--- src/rtl/calc_executor.sv ---
// Multi-cycle integer calculator: single-cycle ADD/SUB and 16-step MUL/DIV that
// share one 32-bit working register. Result and error are held until the next completion.
module calc_executor #(
  parameter int              IC_N   = 5,
  parameter logic [IC_N-1:0] OP_ADD = IC_N'(1),
  parameter logic [IC_N-1:0] OP_SUB = IC_N'(2),
  parameter logic [IC_N-1:0] OP_MUL = IC_N'(3),
  parameter logic [IC_N-1:0] OP_DIV = IC_N'(4)
) (
  input  logic            Clock,
  input  logic            Reset,
  input  logic [15:0]     SRC,
  input  logic [15:0]     DST,
  input  logic [IC_N-1:0] ALU_OP,
  input  logic            finish,
  output logic [15:0]     result,
  output logic            valid,
  output logic            busy,
  output logic            err
);

  typedef enum logic {IDLE, EXEC} state_t;

  state_t            state, state_nxt;
  logic [3:0]        cnt, cnt_nxt;
  logic [15:0]       result_nxt;
  logic              err_nxt, valid_nxt, busy_nxt;
  logic [15:0]       a_q, b_q, a_nxt, b_nxt;
  logic [IC_N-1:0]   op_q, op_nxt;
  logic [31:0]       work, work_nxt;
  logic [31:0]       mul_w, div_w;
  logic [16:0]       add17, sub17;

  // Shift-add step: work = {partial product high, remaining multiplier bits}.
  function automatic logic [31:0] mul_step(input logic [31:0] w, input logic [15:0] m);
    logic [16:0] acc;
    acc = w[0] ? ({1'b0, w[31:16]} + {1'b0, m}) : {1'b0, w[31:16]};
    return {acc, w[15:1]};
  endfunction

  // Restoring step: work = {partial remainder, dividend bits / quotient bits}.
  function automatic logic [31:0] div_step(input logic [31:0] w, input logic [15:0] d);
    logic [16:0] rem;
    logic [16:0] diff;
    rem  = {w[31:16], w[15]};
    diff = rem - {1'b0, d};
    if (rem >= {1'b0, d}) return {diff[15:0], w[14:0], 1'b1};
    return {rem[15:0], w[14:0], 1'b0};
  endfunction

  assign mul_w = mul_step(work, a_q);
  assign div_w = div_step(work, b_q);
  assign add17 = {1'b0, a_q} + {1'b0, b_q};
  assign sub17 = {1'b0, a_q} - {1'b0, b_q};

  always_comb begin
    state_nxt  = state;
    cnt_nxt    = cnt;
    result_nxt = result;
    err_nxt    = err;
    valid_nxt  = 1'b0;
    busy_nxt   = busy;
    a_nxt      = a_q;
    b_nxt      = b_q;
    op_nxt     = op_q;
    work_nxt   = work;
    case (state)
      IDLE: begin
        if (finish) begin
          a_nxt     = DST;
          b_nxt     = SRC;
          op_nxt    = ALU_OP;
          cnt_nxt   = 4'd0;
          busy_nxt  = 1'b1;
          state_nxt = EXEC;
          work_nxt  = (ALU_OP == OP_MUL) ? {16'h0000, SRC} : {16'h0000, DST};
        end
      end
      default: begin
        // Completion writes result/err, pulses valid and drops busy together.
        if (op_q == OP_ADD) begin
          result_nxt = add17[15:0];
          err_nxt    = add17[16];
          valid_nxt  = 1'b1;
        end else if (op_q == OP_SUB) begin
          result_nxt = sub17[15:0];
          err_nxt    = sub17[16];
          valid_nxt  = 1'b1;
        end else if (op_q == OP_MUL) begin
          work_nxt = mul_w;
          cnt_nxt  = cnt + 4'd1;
          if (cnt == 4'd15) begin
            result_nxt = mul_w[15:0];
            err_nxt    = |mul_w[31:16];
            valid_nxt  = 1'b1;
          end
        end else if (op_q == OP_DIV) begin
          if (b_q == 16'h0000) begin
            result_nxt = 16'hFFFF;
            err_nxt    = 1'b1;
            valid_nxt  = 1'b1;
          end else begin
            work_nxt = div_w;
            cnt_nxt  = cnt + 4'd1;
            if (cnt == 4'd15) begin
              result_nxt = div_w[15:0];
              err_nxt    = 1'b0;
              valid_nxt  = 1'b1;
            end
          end
        end else begin
          result_nxt = 16'h0000;
          err_nxt    = 1'b1;
          valid_nxt  = 1'b1;
        end
        if (valid_nxt) begin
          busy_nxt  = 1'b0;
          cnt_nxt   = 4'd0;
          state_nxt = IDLE;
        end
      end
    endcase
  end

  // Control state and visible outputs
  always_ff @(posedge Clock or negedge Reset) begin
    if (!Reset) begin
      state  <= IDLE;
      cnt    <= 4'd0;
      result <= 16'h0000;
      err    <= 1'b0;
      valid  <= 1'b0;
      busy   <= 1'b0;
    end else begin
      state  <= state_nxt;
      cnt    <= cnt_nxt;
      result <= result_nxt;
      err    <= err_nxt;
      valid  <= valid_nxt;
      busy   <= busy_nxt;
    end
  end

  // Operand and working datapath
  always_ff @(posedge Clock) begin
    a_q  <= a_nxt;
    b_q  <= b_nxt;
    op_q <= op_nxt;
    work <= work_nxt;
  end

endmodule

--- config.mk ---
export PLATFORM = sky130hd
export DESIGN_NAME = calc_executor
export DESIGN_NICKNAME = d
export VERILOG_FILES = /design/src/rtl/calc_executor.sv
export SDC_FILE = /design/constraint.sdc
export NUM_CORES = 1
export LEC_CHECK = 0
export BUFFER_PORTS_ARGS = -buffer_cell sky130_fd_sc_hd__buf_2
export CAP_MARGIN = 0
export CORE_ASPECT_RATIO = 1.2
export CORE_MARGIN = 4
export CORE_UTILIZATION = 45
export CTS_CLUSTER_SIZE = 8
export DETAILED_ROUTE_END_ITERATION = 12
export PLACE_DENSITY_LB_ADDON = 0.25
export REMOVE_ABC_BUFFERS = 1
export SLEW_MARGIN = 0
export SYNTH_ARGS = -nofsm -noshare
export SYNTH_HDL_FRONTEND = slang
export SYNTH_SLANG_ARGS = --single-unit
--- constraint.sdc ---
create_clock -name Clock -period 4.3 [get_ports Clock]
set_input_delay 0.43 -clock Clock [delete_from_list [all_inputs] [get_ports Clock]]
set_output_delay 0.43 -clock Clock [all_outputs]
set_load 0.1 [all_outputs]
==> run summary <==
Status - complete, no violations
Worst r2r dst - err
Die ar. - 19200 µm²
Gr usage total - 24.0%
CP endpoint kind - flip-flop
Core area - 16800 µm²
Cells after Synth - 863
Routed via count - 6970
Layout cells sized above 1 - 12.0%
Async S/R FF share, synth - 25.8%
R2r worst-path depth - 10
Slew Viols, Final - 0
Die width - 127 µm
Post-CTS Hold Buffers - 0
Port Buf Inserts - 58
Pre-antenna DRT Iters - 5
Synth-to-Final Area Change - 10.8%
Wire per inst - 20.4 µm
Fin area - 8490 µm²
Largest net degree at the start of global routing - 39
Slew at the pin closest to its max-slew limit - 0.906 ns
Reg-to-reg startpoint - work[16]
Routability cong. - 0.945
WS Path Type - reg -> reg
Vias in the first global route - 6711
CTS buffer count - 9
R2r setup slk - 0.89 ns
Initial Utilization - 45.7%
1st-iter DRT viols - 639
Synth top cells by count - nand2_1, nor2_1, edfxtp_1
Area contributors post-synth - edfxtp_1, ha_1, dfrtp_1
Hold Crit Class - in -> async
Leakage - 0.00366 µW
CTS tree - done
DRC violations left - 0
Count leader, synth - nand2_1
Die extent in y - 151 µm
Post-layout min period - 3.41 ns
Post-synth top flop - edfxtp_1
Cell Area, Synth - 7670 µm²
Peak VDD IR - 0.247 mV
First-pass GRT wire length - 36200 µm
CTS sink count - 93
Antenna viol nets, final - 0
Netlist cell types - 77
Fillers - 1625
Pre-CTS setup slack - 0.924 ns
# diodes - 0
Synth Warn # - 0
Post-synthesis average cell area - 8.88 µm²
Clk_lat worst skew - 0.35 ns
Final WS setup - 0.895 ns
Crit Path Max Fanout - 5
Finish-stage setup viols - 0
Num rows - 52
Fmax - 0.294 GHz
Critical path required time - 4.51 ns
Grt ovf - 0
Cell taking the most area after synthesis - edfxtp_1
HPWL after DPL - 17500 µm
Worst slew margin - 39.1%
Crit path arrival time - 3.62 ns
Sequential fraction of the synthesis area - 34.9%
Area after DPL - 8170 µm²
Unrepaired setup endpoints after global routing - no
Worst Skew - 0.0112 ns
Share of the synthesized area in the top cell type - 27.0%
Worst setup SP type - flip-flop
Initial antenna violation count - 0
Vias per cell - 6.17
Yosys reg bits - 93
Fin. Hold Viols - 0
H-tree depth - 3
# IOs - 59
Max_cap viols - 0
# Post-CTS Setup Buffers - 0
Post-layout nets - 1017
Setup TNS - 0 ns
Post-layout util - 50.6%
Clock slew seen by the registers of the worst setup and hold paths - 0.07 ns
Max clock buf depth - 2
Pwr dens - 371 nW/µm²
EDFF count, synth - 69
PostCTS Resize Cnt - 0
Final Routed Wirelength - 23100 µm
Root Driver - clkbuf_16
Final worst path period share - 79.2%
[through the flow]
| stage | cells | total power [µW] | hold WS [ns] |
|---|---|---|---|
| 3_5_place_dp | 1113 | 2260 | 0.468 |
| 6_report | 1129 | 3150 | 0.0994 |
| 5_1_grt | 1129 | 3300 | 0.127 |
| 3_3_place_gp | 1113 | 2250 | 0.463 |
| 2_1_floorplan | 826 | 1980 | 0.134 |
| 4_1_cts | 1129 | 3140 | 0.117 |
[how the worst max path moves through the flow]
| stage | startpoint | to | slack, ns | cells past startpoint |
|---|---|---|---|---|
| 2_1_floorplan | b_q[1] | work[24] | 1.39 | 10 |
| 4_1_cts | work[16] | err | 0.88 | 10 |
| 3_3_place_gp | work[16] | err | 0.99 | 10 |
| 3_5_place_dp | work[16] | err | 0.92 | 10 |
| 6_report | work[16] | err | 0.89 | 10 |
| 5_1_grt | work[16] | err | 0.58 | 10 |
[kinds of logic after synthesis]
kind of cell	after synthesis	synth area share, %
AO/OA/AOI/OAI	290	25.9
XOR/XNOR	13	1.48
adder cells (fa/ha/maj)	69	11.7
buffers and inverters	88	4.55
flip-flops	93	34.9
multiplexers	28	3.69
AND/OR/NAND/NOR	282	17.9
[power by group]
group	total (µW)	switching, µW	internal (µW)	leakage [µW]
sequential	1150	79.7	1070	0.000962
combinational	1110	743	362	0.00253
clock	901	372	529	0.000160
[layer usage]
metal / share of wire, % / vias up / global-route usage, %
met5: 0 / - / 0
met2: 47 / 209 / 40.3
met1: 44 / 3375 / 31.7
met3: 4.7 / 52 / 2.86
met4: 3.8 / 0 / 9.71
li1: - / 3334 / -
[sequential cells by signal (all words and copies together), names as in the netlist]
| signal | cells |
|---|---|
| work | 32 |
| a_q | 16 |
| b_q | 16 |
| result | 16 |
| op_q | 5 |
| cnt | 4 |
| busy | 1 |
| err | 1 |
| state | 1 |
| valid | 1 |
[area by class of cell]
cell class,count,area (µm²),share of cell area (%)
Tap cell,216,270,3.18
Clock buffer,11,243,2.86
Inverter,51,191,2.25
Multi-Input combinational cell,682,4650,54.7
Clock inverter,5,82.6,0.972
Timing Repair Buffer,71,388,4.57
Sequential cell,93,2670,31.5
[worst max-delay path, stage by stage, from the launching register on]
cell	delay (ns)
edfxtp_1	0.46
ha_1	0.26
fa_1	0.44
a211oi_1	0.37
o21ai_0	0.23
a31oi_1	0.43
o21ai_0	0.19
xor2_1	0.18
a211o_1	0.30
nor4_1	0.30
a21oi_1	0.12
[cells in the final DEF (no fill, tap or decap), types with 12 or more instances in the layout]
cell type	synthesis	final
buf_2	3	58
nor2b_1	17	17
a211oi_1	20	20
nand2_1	84	84
dfrtp_1	24	24
buf_4	0	13
mux2i_1	26	26
a21oi_1	60	60
ha_1	65	65
xnor2_1	12	12
o21ai_0	67	67
nor2_1	73	73
and3_1	18	18
inv_1	50	50
nand3_1	16	16
a21o_1	12	12
edfxtp_1	69	69
No activity file was read; power rests on OpenSTA's default activity.
